File: src/rtl/snn_div_pkg.sv
// Shared defaults, datapath widths and FSM encoding for the reciprocal divider.
package snn_div_pkg;
   localparam int NUMERATOR_DEF = 38250;
   localparam int SAT_MAX_DEF   = 1250;
   localparam int IN_W_DEF      = 8;
   localparam int OUT_W_DEF     = 11;
   localparam int DVD_W         = 16;
   localparam int CNT_W         = 4;

   typedef enum logic [1:0] {IDLE, CALC, DONE} state_t;
endpackage

File: src/rtl/serial_divider.sv
// Restoring shift-subtract divider, one quotient bit per cycle MSB first; 16 iterations after start.
// done flags the final iteration, and quotient is complete while done is high.
module serial_divider
   import snn_div_pkg::*;
#(
   parameter int DIV_W = IN_W_DEF
)
(
   input  logic             clk,
   input  logic             rst,
   input  logic             start,
   input  logic [DVD_W-1:0] dividend,
   input  logic [DIV_W-1:0] divisor,
   output logic             done,
   output logic [DVD_W-1:0] quotient
);
   logic [DVD_W:0]   rem;
   logic [DVD_W-1:0] quo;
   logic [DIV_W-1:0] dsr;
   logic [CNT_W-1:0] cnt;
   logic             busy;
   logic [DVD_W+1:0] shifted;
   logic [DVD_W+1:0] trial;
   logic             fits;

   // quo doubles as the dividend shift register; quotient bits enter at the LSB
   always_comb begin
      shifted = {rem, quo[DVD_W-1]};
      trial   = shifted - (DVD_W+2)'(dsr);
      fits    = ~trial[DVD_W+1];
   end

   assign done     = busy && (cnt == CNT_W'(DVD_W-1));
   assign quotient = {quo[DVD_W-2:0], fits};

   always_ff @(posedge clk or negedge rst) begin
      if (!rst) begin
         rem  <= '0;
         quo  <= '0;
         dsr  <= '0;
         cnt  <= '0;
         busy <= 1'b0;
      end else if (start) begin
         rem  <= '0;
         quo  <= dividend;
         dsr  <= divisor;
         cnt  <= '0;
         busy <= 1'b1;
      end else if (busy) begin
         rem  <= fits ? trial[DVD_W:0] : shifted[DVD_W:0];
         quo  <= quotient;
         cnt  <= cnt + 1'b1;
         if (done) busy <= 1'b0;
      end
   end
endmodule

File: src/rtl/inverse_divide.sv
// Reconstructs a magnitude from a reciprocal code: min(SAT_MAX, round(NUMERATOR / val_in)).
// One code in flight: 17-cycle latency (1 for code 0), result held until out_ready.
module inverse_divide
   import snn_div_pkg::*;
#(
   parameter int NUMERATOR = NUMERATOR_DEF,
   parameter int SAT_MAX   = SAT_MAX_DEF,
   parameter int IN_W      = IN_W_DEF,
   parameter int OUT_W     = OUT_W_DEF
)
(
   input  logic             clk,
   input  logic             rst,
   input  logic             in_valid,
   output logic             in_ready,
   input  logic [IN_W-1:0]  val_in,
   output logic             out_valid,
   input  logic             out_ready,
   output logic [OUT_W-1:0] val_out,
   output logic             sat
);
   state_t           state, state_nxt;
   logic [OUT_W-1:0] val_nxt;
   logic             sat_nxt;
   logic             div_start;
   logic             div_done;
   logic [DVD_W-1:0] dividend;
   logic [DVD_W-1:0] quotient;

   // adding half the divisor turns the floor division into round-to-nearest
   assign dividend = DVD_W'(NUMERATOR) + DVD_W'(val_in >> 1);

   serial_divider #(.DIV_W(IN_W)) u_div (
      .clk      (clk),
      .rst      (rst),
      .start    (div_start),
      .dividend (dividend),
      .divisor  (val_in),
      .done     (div_done),
      .quotient (quotient)
   );

   always_comb begin
      state_nxt = state;
      val_nxt   = val_out;
      sat_nxt   = sat;
      div_start = 1'b0;
      case (state)
         IDLE: begin
            if (in_valid) begin
               if (val_in == '0) begin
                  state_nxt = DONE;
                  val_nxt   = OUT_W'(SAT_MAX);
                  sat_nxt   = 1'b1;
               end else begin
                  state_nxt = CALC;
                  div_start = 1'b1;
               end
            end
         end
         CALC: begin
            if (div_done) begin
               state_nxt = DONE;
               if (quotient > DVD_W'(SAT_MAX)) begin
                  val_nxt = OUT_W'(SAT_MAX);
                  sat_nxt = 1'b1;
               end else begin
                  val_nxt = OUT_W'(quotient);
                  sat_nxt = 1'b0;
               end
            end
         end
         DONE: begin
            if (out_ready) state_nxt = IDLE;
         end
         default: state_nxt = IDLE;
      endcase
   end

   always_ff @(posedge clk or negedge rst) begin
      if (!rst) begin
         state   <= IDLE;
         val_out <= '0;
         sat     <= 1'b0;
      end else begin
         state   <= state_nxt;
         val_out <= val_nxt;
         sat     <= sat_nxt;
      end
   end

   assign in_ready  = (state == IDLE);
   assign out_valid = (state == DONE);
endmodule
File: config.mk
export PLATFORM = sky130hd
export DESIGN_NAME = inverse_divide
export DESIGN_NICKNAME = d
export VERILOG_FILES = /design/src/rtl/snn_div_pkg.sv /design/src/rtl/serial_divider.sv /design/src/rtl/inverse_divide.sv
export SDC_FILE = /design/constraint.sdc
export NUM_CORES = 1
export LEC_CHECK = 0
export BUFFER_PORTS_ARGS = -buffer_cell sky130_fd_sc_hd__buf_2
export CAP_MARGIN = 20
export CORE_UTILIZATION = 35
export CTS_CLUSTER_DIAMETER = 150
export CTS_CLUSTER_SIZE = 40
export DETAILED_ROUTE_END_ITERATION = 8
export PLACE_DENSITY = 0.55
export SLEW_MARGIN = 20
export SYNTH_ARGS = -nofsm -noshare
export SYNTH_HDL_FRONTEND = slang
export SYNTH_HIERARCHICAL = 1
export SYNTH_SLANG_ARGS = --single-unit
export TNS_END_PERCENT = 20
File: constraint.sdc
create_clock -name clk -period 2.7 [get_ports clk]
set_clock_uncertainty 0.1 [all_clocks]
set_input_delay 0.54 -clock clk [delete_from_list [all_inputs] [get_ports clk]]
set_output_delay 0.54 -clock clk [all_outputs]
set_load 0.005 [all_outputs]
==> results of run 1 <==
==> area by class of cell <==
| type | count | area [µm²] |
|---|---|---|
| multi-input combinational | 266 | 1940 |
| sequential | 60 | 1500 |
| fill | 974 | 5530 |
| clock inverter | 6 | 70.1 |
| timing repair buffer | 71 | 474 |
| inverter | 23 | 86.3 |
| clock buffer | 10 | 138 |
| tap | 133 | 166 |
==> cells in the mapped netlist (all sizes together), types with 2 or more instances <==
library cell,n,area (µm²)
nand4,2,12.5
nand3,8,65.1
xnor2,13,114
nand2,34,128
o21a,2,22.5
o21bai,3,22.5
mux2,2,22.5
a31oi,3,18.8
o211ai,3,22.5
a211oi,7,52.6
or4,4,33.8
a2bb2oi,4,35.0
nor4,6,52.6
a22o,6,52.6
nor2b,3,18.8
a21oi,10,53.8
mux2i,16,160
nand2b,6,37.5
or3,4,25.0
ha,11,138
nor3,5,30.0
dfrtp,60,1500
inv,23,86.3
conb,2,7.51
xor2,5,43.8
buf,21,174
a21o,2,15.0
clkbuf,15,56.3
nor4b,3,26.3
nor2,32,120
a311oi,14,129
nand3b,2,18.8
o21ai,35,179
==> flip-flops by register name, indices dropped and copies added, names as in the netlist <==
register,flops
u_div/rem,17
u_div/quo,16
val_out,11
u_div/dsr,8
u_div/cnt,4
state,2
sat,1
u_div/busy,1
==> metal layers <==
| layer | vias up | global-route usage (%) |
|---|---|---|
| li1 | 1442 | - |
| met1 | 1467 | 23.1 |
| met2 | 50 | 28.9 |
| met3 | 9 | 4.59 |
| met4 | 0 | 5.61 |
| met5 | - | 0 |
==> power breakdown <==
| group | internal [µW] | switching (µW) |
|---|---|---|
| clock network | 459 | 410 |
| logic | 1580 | 1660 |
| registers | 1330 | 380 |
| total | 3370 | 2450 |
==> what timing repair did <==
| action | in CTS | in global routing |
|---|---|---|
| hold buffers | 0 | 0 |
| endpoints found under the setup margin | 19 | 21 |
| setup buffers | 0 | 7 |
| pin swaps | 3 | 8 |
| resized for setup | 6 | 5 |
==> metrics by stage <==
stage                     cell area [µm²]  hold WS (ps)  total power, µW
final                                4380           100             5830
after global routing                 4380           137             6310
after CTS                            4300           121             5710
after detailed placement             4060           394             4770
after global placement               4060           385             4720
after floorplan                      3710           144             3970
==> cells by family (layout without fill, tap and decap cells) <==
| kind of cell | Yosys count | count (layout) | synth area share [%] |
|---|---|---|---|
| other | 2 | 8 | 0.207 |
| buffers and inverters | 59 | 110 | 8.75 |
| adders and majority gates | 12 | 12 | 4.36 |
| and+or+nand+nor | 114 | 114 | 16.9 |
| DFF | 60 | 60 | 41.5 |
| xor gates and xnor gates | 18 | 18 | 4.36 |
| AOI/OAI and AO/OA | 96 | 96 | 18.9 |
| muxes | 18 | 18 | 5.05 |
==> how the worst min path moves through the flow <==
stage | slack (ps) | from | cells past startpoint | to
2_1_floorplan | 140 | rst | 0 | sat
3_5_place_dp | 390 | val_out[8] | 1 | val_out[8]
6_report | 100 | rst | 1 | u_div/dsr[5]
5_1_grt | 140 | rst | 1 | u_div/rem[1]
4_1_cts | 120 | rst | 1 | u_div/dsr[5]
3_3_place_gp | 380 | val_out[8] | 1 | val_out[8]
==> results.md, run 1 <==
- Status: finished with violations
- Violated checks: setup timing
- CP endpoint kind: flip-flop
- Setup crit end: val_out[5]
- Ports: 26
- Leakage: 0.00191 µW
- Placed Cells: around 550
- Reg2Reg Launch Point: u_div/rem[3]
- Max Slew Vio Count: 0
- Seq cells post-synth: 60
- First-pass DRT Iterations: 4
- Die Footprint: about 0.011 mm²
- Clock-pin slew on the worst setup and hold paths: around 80 ps
- CTS max path bufs: 2
- Hold Vio Cnt, Final: 0
- Share of cells above drive strength 1: around 28%
- Syn Inst Count: 379
- Crit-path cells: ha_4 > o211ai_1 > a21o_1 > a2111oi_4 > buf_4 > o31a_1 > nor2_4 > a21oi_2 > a21oi_2 > a21oi_2 > buf_4 > a2bb2oi_1
- Floorplan core area: roughly 0.0099 mm²
- CTS Buf Count: 9
- First-pass GRT wire length: roughly 15000 µm
- Setup ws final: -9.25 ps
- Clock Sinks: 60
- Initial Util: around 37%
- Number of synthesized flops with an enable pin: 0
- Clock root buffer: clkbuf_8
- Clk Latency, worst-skew pair: around 360 ps
- Area Overhead vs Synth: 20.9%
- Post-synthesis sequential area ratio: 41.5%
- Critical Path AT: roughly 2900 ps
- Vias per cell: around 5.2
- Final core utilization: ~44%
- HP Class: input pin to asynchronous set/reset pin
- Worst Path Required: ~2800 ps
- IO buf count: 25
- Max Fclk: approximately 370 MHz
- Total grt overflow: 0
- Total number of vias: between 2000 and 3000
- Buf/Inv on CP: 2
- Worst Setup SP: u_div/rem[3]
- Total GRT Usage: 17.8%
- Slowest CP cell: dfrtp_1
- DP Worst Slack: -139 ps
- Critical path depth: 12
- Commonest non-fill, non-tap cells in the layout: 59 x dfrtp_1, 45 x buf_4, 34 x nand2_1, 32 x o21ai_0, 31 x nor2_1
- N_diodes: 0
- WL met3: about 310 µm
- Drt total wl: around 9000 µm
- CTS tree: done
- Initial DRC Count: roughly 150
- Crit-path leading delay family: compound AO/OA/AOI/OAI gates
- R2R Setup Slk: -9 ps
- Mean Syn Cell Area: 9.55 µm²
- Period utilisation layout: 100%
- TNS Setup: -9.25 ps
- CP max stage delay: between 400 and 500 ps
- Synth Cell Area: 0.00362 mm²
- Hpwl dp: between 6000 and 7000 µm
- CTS HTree Levels: 3
- CP Max Fanout: 4
- Routed Antenna Nets: 0
- Wire length per cell: roughly 16 µm
- Critical Path Start Type: flip-flop
- Final min period: roughly 2700 ps
- Die Y: just over 100 µm
- Worst-margin pin slew: roughly 810 ps
- Fin cells: between 500 and 600
- Async set-reset flop share out of synthesis: 100%
- Vias in the first global route: between 2000 and 3000
- Final setup viols: 1
- Nets@finish: around 460
- Initial antenna violation count: 0
- P per Cell Area: 1330 mW/mm²
- YS warnings: 6
- RSZ-0062 raised after global routing: yes
- Worst Path Class, Setup: flip-flop to flip-flop
- Highest metal used: met4
- Die width: slightly above 100 µm
- Largest net degree at the start of global routing: 57
- Worst reg2reg endpoint: val_out[5]
- Distinct cells, synth: between 50 and 60
- Routed wl met2: 4260 µm
- Rows: 36
- Post-Route M1 WL: around 4200 µm
- VDD IR-drop max: approximately 0.47 mV
- Slew margin rel.: a little under half
- Ys flop type: dfrtp_1
- Maxcap violations: 0
- Final GP Congestion: 0.827
- Commonest non-fill, non-tap cell in the layout: dfrtp_1
- R2R cell count: 12
- # DRC: 0
- Worst path most repeated cell: a21oi_2
(Power assumes the default switching activity.)
==> run 2, diff against run 1 <==
--- a/config.mk
+++ b/config.mk
@@ -5,6 +5,7 @@
 export SDC_FILE = /design/constraint.sdc
 export NUM_CORES = 1
 export LEC_CHECK = 0
+export ABC_AREA = 1
 export BUFFER_PORTS_ARGS = -buffer_cell sky130_fd_sc_hd__buf_2
 export CAP_MARGIN = 20
 export CORE_UTILIZATION = 35
==> results.md, run 2 <==
- Status: finished, final reports clean
- CP Max Fanout: 9
- Crit-path cells: ha_1 > nand2_1 > nand2_1 > a21oi_4 > nand4_4 > nand2_4 > nand2_8 > nand2_1 > nand3_1 > nand2_1 > nand2_1 > nand2_1 > nand2_1 > nor2_4 > a21oi_1
- Hold Vio Cnt, Final: 0
- Number of flip-flops in the largest register: 17
- Total number of vias: ~3200
- HP Class: input pin to asynchronous set/reset pin
- Area Overhead vs Synth: 9.78%
- Post-synthesis sequential area ratio: between 30% and 40%
- GR Layer Usage met3: under 10%
- CTS HTree Levels: 3
- Count leader, synth: nand2_1
- Number of synthesized flops with an enable pin: 0
- Share of cells above drive strength 1: between 15 and 20%
- Buf/Inv on CP: 0
- Max Fclk: between 400 and 500 MHz
- Worst Path Class, Setup: flip-flop to flip-flop
- Hold-fix buffers at CTS: 0
- Clock-pin slew on the worst setup and hold paths: roughly 80 ps
- Commonest non-fill, non-tap cells in the layout: 192 x nand2_1, 65 x inv_1, 60 x dfrtp_1, 26 x nor2_1, 25 x buf_2
- # DRC: 0
- Slew margin rel.: 48.6%
- Total grt overflow: 0
- Die width: between 100 and 150 µm
- Synth area leader: dfrtp_1
- Die Footprint: roughly 0.012 mm²
- Leakage: ~0.0022 µW
- Critical Path Start Type: flip-flop
- Ports: 26
- Met1 Resource Use GR: a little over a fifth
- Ys flop type: dfrtp_1
- Floorplan core area: between 0.01 and 0.015 mm²
- Wire length per cell: 13.0 µm
- Nets@finish: between 500 and 600
- Largest net degree at the start of global routing: just over 60
- Synth top cells by count: 192 x nand2_1, 65 x inv_1, 60 x dfrtp_1, 28 x nor2_1, 19 x nand3_1
- # resized after CTS: 0
- Routed Antenna Nets: 0
- Max Slew Vio Count: 0
- IO buf count: 25
- CTS Buf Count: 9
- Vias in the first global route: between 3000 and 4000
- Final GP Congestion: ~0.90
- CTS max path bufs: 2
- Final setup viols: 0
- Top Registers: u_div/rem x17, u_div/quo x16, val_out x11
- Area share of the largest cell type after synthesis: around 38%
- Synth Cell Area: about 0.0039 mm²
- Crit-path leading delay family: simple AND/OR/NAND/NOR gates
- Met2 usage: between 20 and 30%
- Mean Syn Cell Area: roughly 7.5 µm²
- Vias per cell: 4.67
- First-pass GRT wire length: between 15000 and 20000 µm
- DP Area: 0.00409 mm²
- CP endpoint kind: flip-flop
- Worst path most repeated cell: nand2_1
- Period utilisation layout: approximately 91%
- Maxcap violations: 0
- Total GRT Usage: 17.0%
- Distinct cells, synth: 40
- Worst-margin pin slew: 772 ps
- Clock root buffer: clkbuf_8
- Rows: 38
- Biggest register: u_div/rem
- Syn Inst Count: around 520
- Final instance area: approximately 0.0043 mm²
- N_diodes: 0
- Final min period: 2450 ps
- Die Y: 108 µm
- Critical Path AT: roughly 2600 ps
- TNS Setup: 0 ps
- CTS tree: done
- Clk Latency, worst-skew pair: ~340 ps
- Seq cells post-synth: 60
- CP max stage delay: 400 ps
- Commonest non-fill, non-tap cell in the layout: nand2_1
- Postcts setup bufs: 0
- YS warnings: 6
- Top cells by area in the synthesized netlist: dfrtp_1 38%, nand2_1 18%, inv_1 6.3%, ha_1 3.5%, nand3_2 3.3%
- Min Hold Slack: between 200 and 300 ps
- Drt total wl: 8920 µm
- VDD IR-drop max: about 0.42 mV
- Initial Util: roughly 36%
- Async set-reset flop share out of synthesis: 100%
- Initial DRC Count: roughly 150
- Initial antenna violation count: 0
- P per Cell Area: ~1400 mW/mm²
- GRT busiest layer: met2
- Slowest CP cell: dfrtp_1
- First-pass DRT Iterations: 5
- Clock Sinks: 60
- Worst Path Required: between 2000 and 3000 ps
- RSZ-0062 raised after global routing: no
- Hpwl dp: roughly 6400 µm
-- run 2: cell types whose count changed in the layout (fill, tap and decap cells not counted), moves of 16 or more --
cell / delta
nand3_1: +16
buf_4: -37
mux2i_1: -16
nand2_1: +158
inv_1: +42
o21ai_0: -17
-- run 2: final cells by class --
cell class                 count  area, µm²
inverter                      66        248
sequential                    60       1500
timing repair buffer          33        185
clock buffer                  10        128
tap                          140        175
clock inverter                 6       65.1
fill                        1138       6560
multi-input combinational    369       1980
-- run 2: path summary, 6_finish.rpt --
kind                               from             to  slack (ps)  cells after the start
hold / removal                      rst     val_out[2]         250                      2
max in group asynchronous           rst  u_div/quo[11]        1730                      2
hold reg to reg                     sat            sat         380                      2
setup reg to reg           u_div/rem[5]     val_out[7]         250                     15
min in group clk              out_ready       state[1]         270                      2
setup / recovery           u_div/rem[5]     val_out[7]         250                     15
-- run 2: cells by family (layout without fill, tap and decap cells) --
group / after synthesis / in the layout / synth area share (%)
AND/OR/NAND/NOR: 289 / 289 / 34.9
buffers and inverters: 95 / 115 / 11.4
flip-flops: 60 / 60 / 38.5
AO/OA/AOI/OAI: 46 / 46 / 7.79
XOR/XNOR: 14 / 14 / 3.14
adder cells (fa/ha/maj): 12 / 12 / 4.04
other: 2 / 8 / 0.193
-- run 2: worst register-to-register path, delay by kind of cell (launching register included) --
kind | cells | cell delay [ps]
AOI/OAI and AO/OA | 2 | 360
and+or+nand+nor | 12 | 1130
adders and majority gates | 1 | 350
DFF | 1 | 400
-- run 2: through the flow --
stage | power, µW | setup WS, ps | std cells | util (%)
floorplan | 4450 | 179 | 524 | -
global placement | 4960 | 300 | 668 | 37.7
detailed placement | 5030 | 236 | 668 | 37.7
CTS | 5870 | 229 | 684 | 39.5
global route | 6410 | 13.9 | 684 | 39.5
finish | 5800 | 248 | 684 | 39.5
-- run 2: layer usage --
layer  part of all wire, %  up-vias
li1                      -     1639
met4                   1.4        0
met3                   3.3        8
met5                     0        -
met1                    48     1487
met2                    48       59
-- run 2: power breakdown --
part           internal [µW]  switching (µW)
Clock                    426             384
Sequential              1310             321
Combinational           1260            2100
Total                   3000            2800
==> run 3, diff against run 2 <==
--- a/config.mk
+++ b/config.mk
@@ -8,11 +8,11 @@
 export ABC_AREA = 1
 export BUFFER_PORTS_ARGS = -buffer_cell sky130_fd_sc_hd__buf_2
 export CAP_MARGIN = 20
-export CORE_UTILIZATION = 35
+export CORE_UTILIZATION = 54
 export CTS_CLUSTER_DIAMETER = 150
 export CTS_CLUSTER_SIZE = 40
 export DETAILED_ROUTE_END_ITERATION = 8
-export PLACE_DENSITY = 0.55
+export PLACE_DENSITY = 0.77
 export SLEW_MARGIN = 20
 export SYNTH_ARGS = -nofsm -noshare
 export SYNTH_HDL_FRONTEND = slang
==> constraint.sdc (replaced) <==
create_clock -name clk -period 2.2 [get_ports clk]
set_clock_uncertainty 0.1 [all_clocks]
set_input_delay 0.44 -clock clk [delete_from_list [all_inputs] [get_ports clk]]
set_output_delay 0.44 -clock clk [all_outputs]
set_load 0.005 [all_outputs]
==> results.md, run 3 (synthesis results as in run 2) <==
- Critical Path Start Type: flip-flop
- Share of cells above drive strength 1: between 20 and 30%
- Highest metal used: met4
- CTS tree: done
- P per Cell Area: about 1800 mW/mm²
- Nets@finish: just under 600
- Worst Path Class, Setup: flip-flop to flip-flop
- Die Footprint: approximately 0.0076 mm²
- Biggest register: u_div/rem
- Final GP Congestion: 0.876
- CTS Buf Count: 9
- Final instance area: ~0.0047 mm²
- First-pass DRT Iterations: 4
- Maxcap violations: 0
- Period utilisation layout: 105%
- Top Registers: u_div/rem x17, u_div/quo x16, val_out x11
- HP Class: input pin to flip-flop
- Final setup viols: 9
- Floorplan core area: 0.00687 mm²
- CTS HTree Levels: 3
- Final core utilization: 68.2%
- Register area: 0.00150 mm²
- CTS max path bufs: 2
- CP endpoint kind: flip-flop
- Drt total wl: 9740 µm
- Initial antenna violation count: 0
- Fill cells: 567
- Initial DRC Count: approximately 270
- Total GRT Usage: 27.6%
- Clock-pin slew on the worst setup and hold paths: approximately 70 ps
- DP Area: around 0.0043 mm²
- Die Y: 87.0 µm
- WL met3: 556 µm
- Hold Vio Cnt, Final: 0
- Initial Util: between 50% and 60%
- IO buf count: 25
- Die width: 87.0 µm
- Hpwl dp: ~6400 µm
- Commonest non-fill, non-tap cell in the layout: nand2_1
- First-pass GRT wire length: 16000 µm
- Max Fclk: between 400 and 500 MHz
- Final min period: between 2000 and 2500 ps
- RSZ-0062 raised after global routing: yes
- Critical Path AT: 2430 ps
- Setup ws final: -110 ps
- Routed wl met2: between 5000 and 6000 µm
- Max Slew Vio Count: 0
- Post-Route M1 WL: 3880 µm
- Multi-input logic area: 0.00211 mm²
- Violated checks: setup timing
- Largest net degree at the start of global routing: 46
- VDD IR-drop max: ~0.90 mV
- Area Overhead vs Synth: 20.1%
- Ports: 26
- Vias in the first global route: 3478
- Number of flip-flops in the largest register: 17
- Wire length per cell: 14.4 µm
- CP Max Fanout: 5
- Vias per cell: between 5 and 6
- Clock root buffer: clkbuf_8
- Total grt overflow: 0
- Leakage: approximately 0.0024 µW
- # DRC: 0
- Commonest non-fill, non-tap cells in the layout: 181 x nand2_1, 60 x inv_1, 60 x dfrtp_1, 38 x buf_4, 26 x nor2_1
- Routed Antenna Nets: 0
- Status: finished with violations
- Clk Latency, worst-skew pair: 340 ps
- N_diodes: 0
- Rows: 30
- Worst Path Required: roughly 2300 ps
- Tot Pwr: between 8000 and 9000 µW
- Total number of vias: between 3000 and 4000
- Clock Sinks: 60
-- run 3: cell count changes in the layout (fill, tap and decap cells not counted), moves of 3 or more --
cell	previous run	this run
buf_4	8	38
nand2_1	192	181
nand2_2	11	19
ha_1	11	6
ha_4	0	5
inv_1	65	60
inv_2	1	6
nand2_4	2	5
-- run 3: metrics by stage --
stage / hold slack [ps] / setup WS (ps) / setup TNS, ps / cells
final: 176 / -110 / -571 / 674
after floorplan: 44.4 / -295 / -2820 / 524
after CTS: 164 / 1.20 / 0 / 672
after global placement: 293 / -67.8 / -447 / 650
after detailed placement: 306 / -151 / -1220 / 650
after global routing: 186 / -247 / -2590 / 674
-- run 3: where the power goes --
group | internal (µW) | switching (µW) | leakage (µW)
clock network | 783 | 458 | 0.000122
logic | 2210 | 3040 | 0.00156
registers | 1610 | 400 | 0.000733
total | 4600 | 3900 | 0.00241
-- run 3: area by class of cell --
| cell class | count | area share (%) |
|---|---|---|
| clock buffers | 10 | 2.94 |
| clock inverters | 6 | 2.38 |
| inverters | 66 | 5.29 |
| multi-input cells | 370 | 45.1 |
| flip-flops and latches | 60 | 32.1 |
| well taps | 96 | 2.56 |
| repair buffers | 66 | 9.64 |
-- run 3: critical path, cell delays in order, from the launching register on --
cell and delay (ps):
dfrtp_1 430, ha_4 310, nand2_1 60, nor2_2 130, nand2_1 100, nand3_2 100
nand2_2 80, nand4_4 100, nand2_8 70, nand2_4 50, nand3_2 70, nand2_1 60
nand2_1 40, nand2_1 70, nand2_2 100, nor2_4 220, a21oi_1 90
-- run 3: worst paths after layout --
check                              from             to  slack [ps]  cells after the start
max                        u_div/rem[1]     val_out[1]        -110                     16
min                           out_ready       state[1]         180                      2
max reg2reg                u_div/rem[1]     val_out[1]        -110                     16
min reg2reg                  val_out[3]     val_out[3]         370                      2
max in group asynchronous           rst  u_div/rem[10]         950                      3
min in group asynchronous           rst   u_div/dsr[5]         470                      2
-- run 3: layer usage --
| layer | vias up | global-route usage, % |
|---|---|---|
| met5 | - | 0 |
| met4 | 0 | 12.1 |
| met3 | 24 | 5.78 |
| met2 | 132 | 48.4 |
| met1 | 1661 | 32.6 |
| li1 | 1716 | - |
-- run 3: what timing repair did --
item,CTS,global route
gates resized for setup,13,14
hold endpoints to repair,15,0
setup buffers,4,2
hold buffers,1,0
endpoints found under the setup margin,10,20
cloned,1,0
pin swaps,6,17
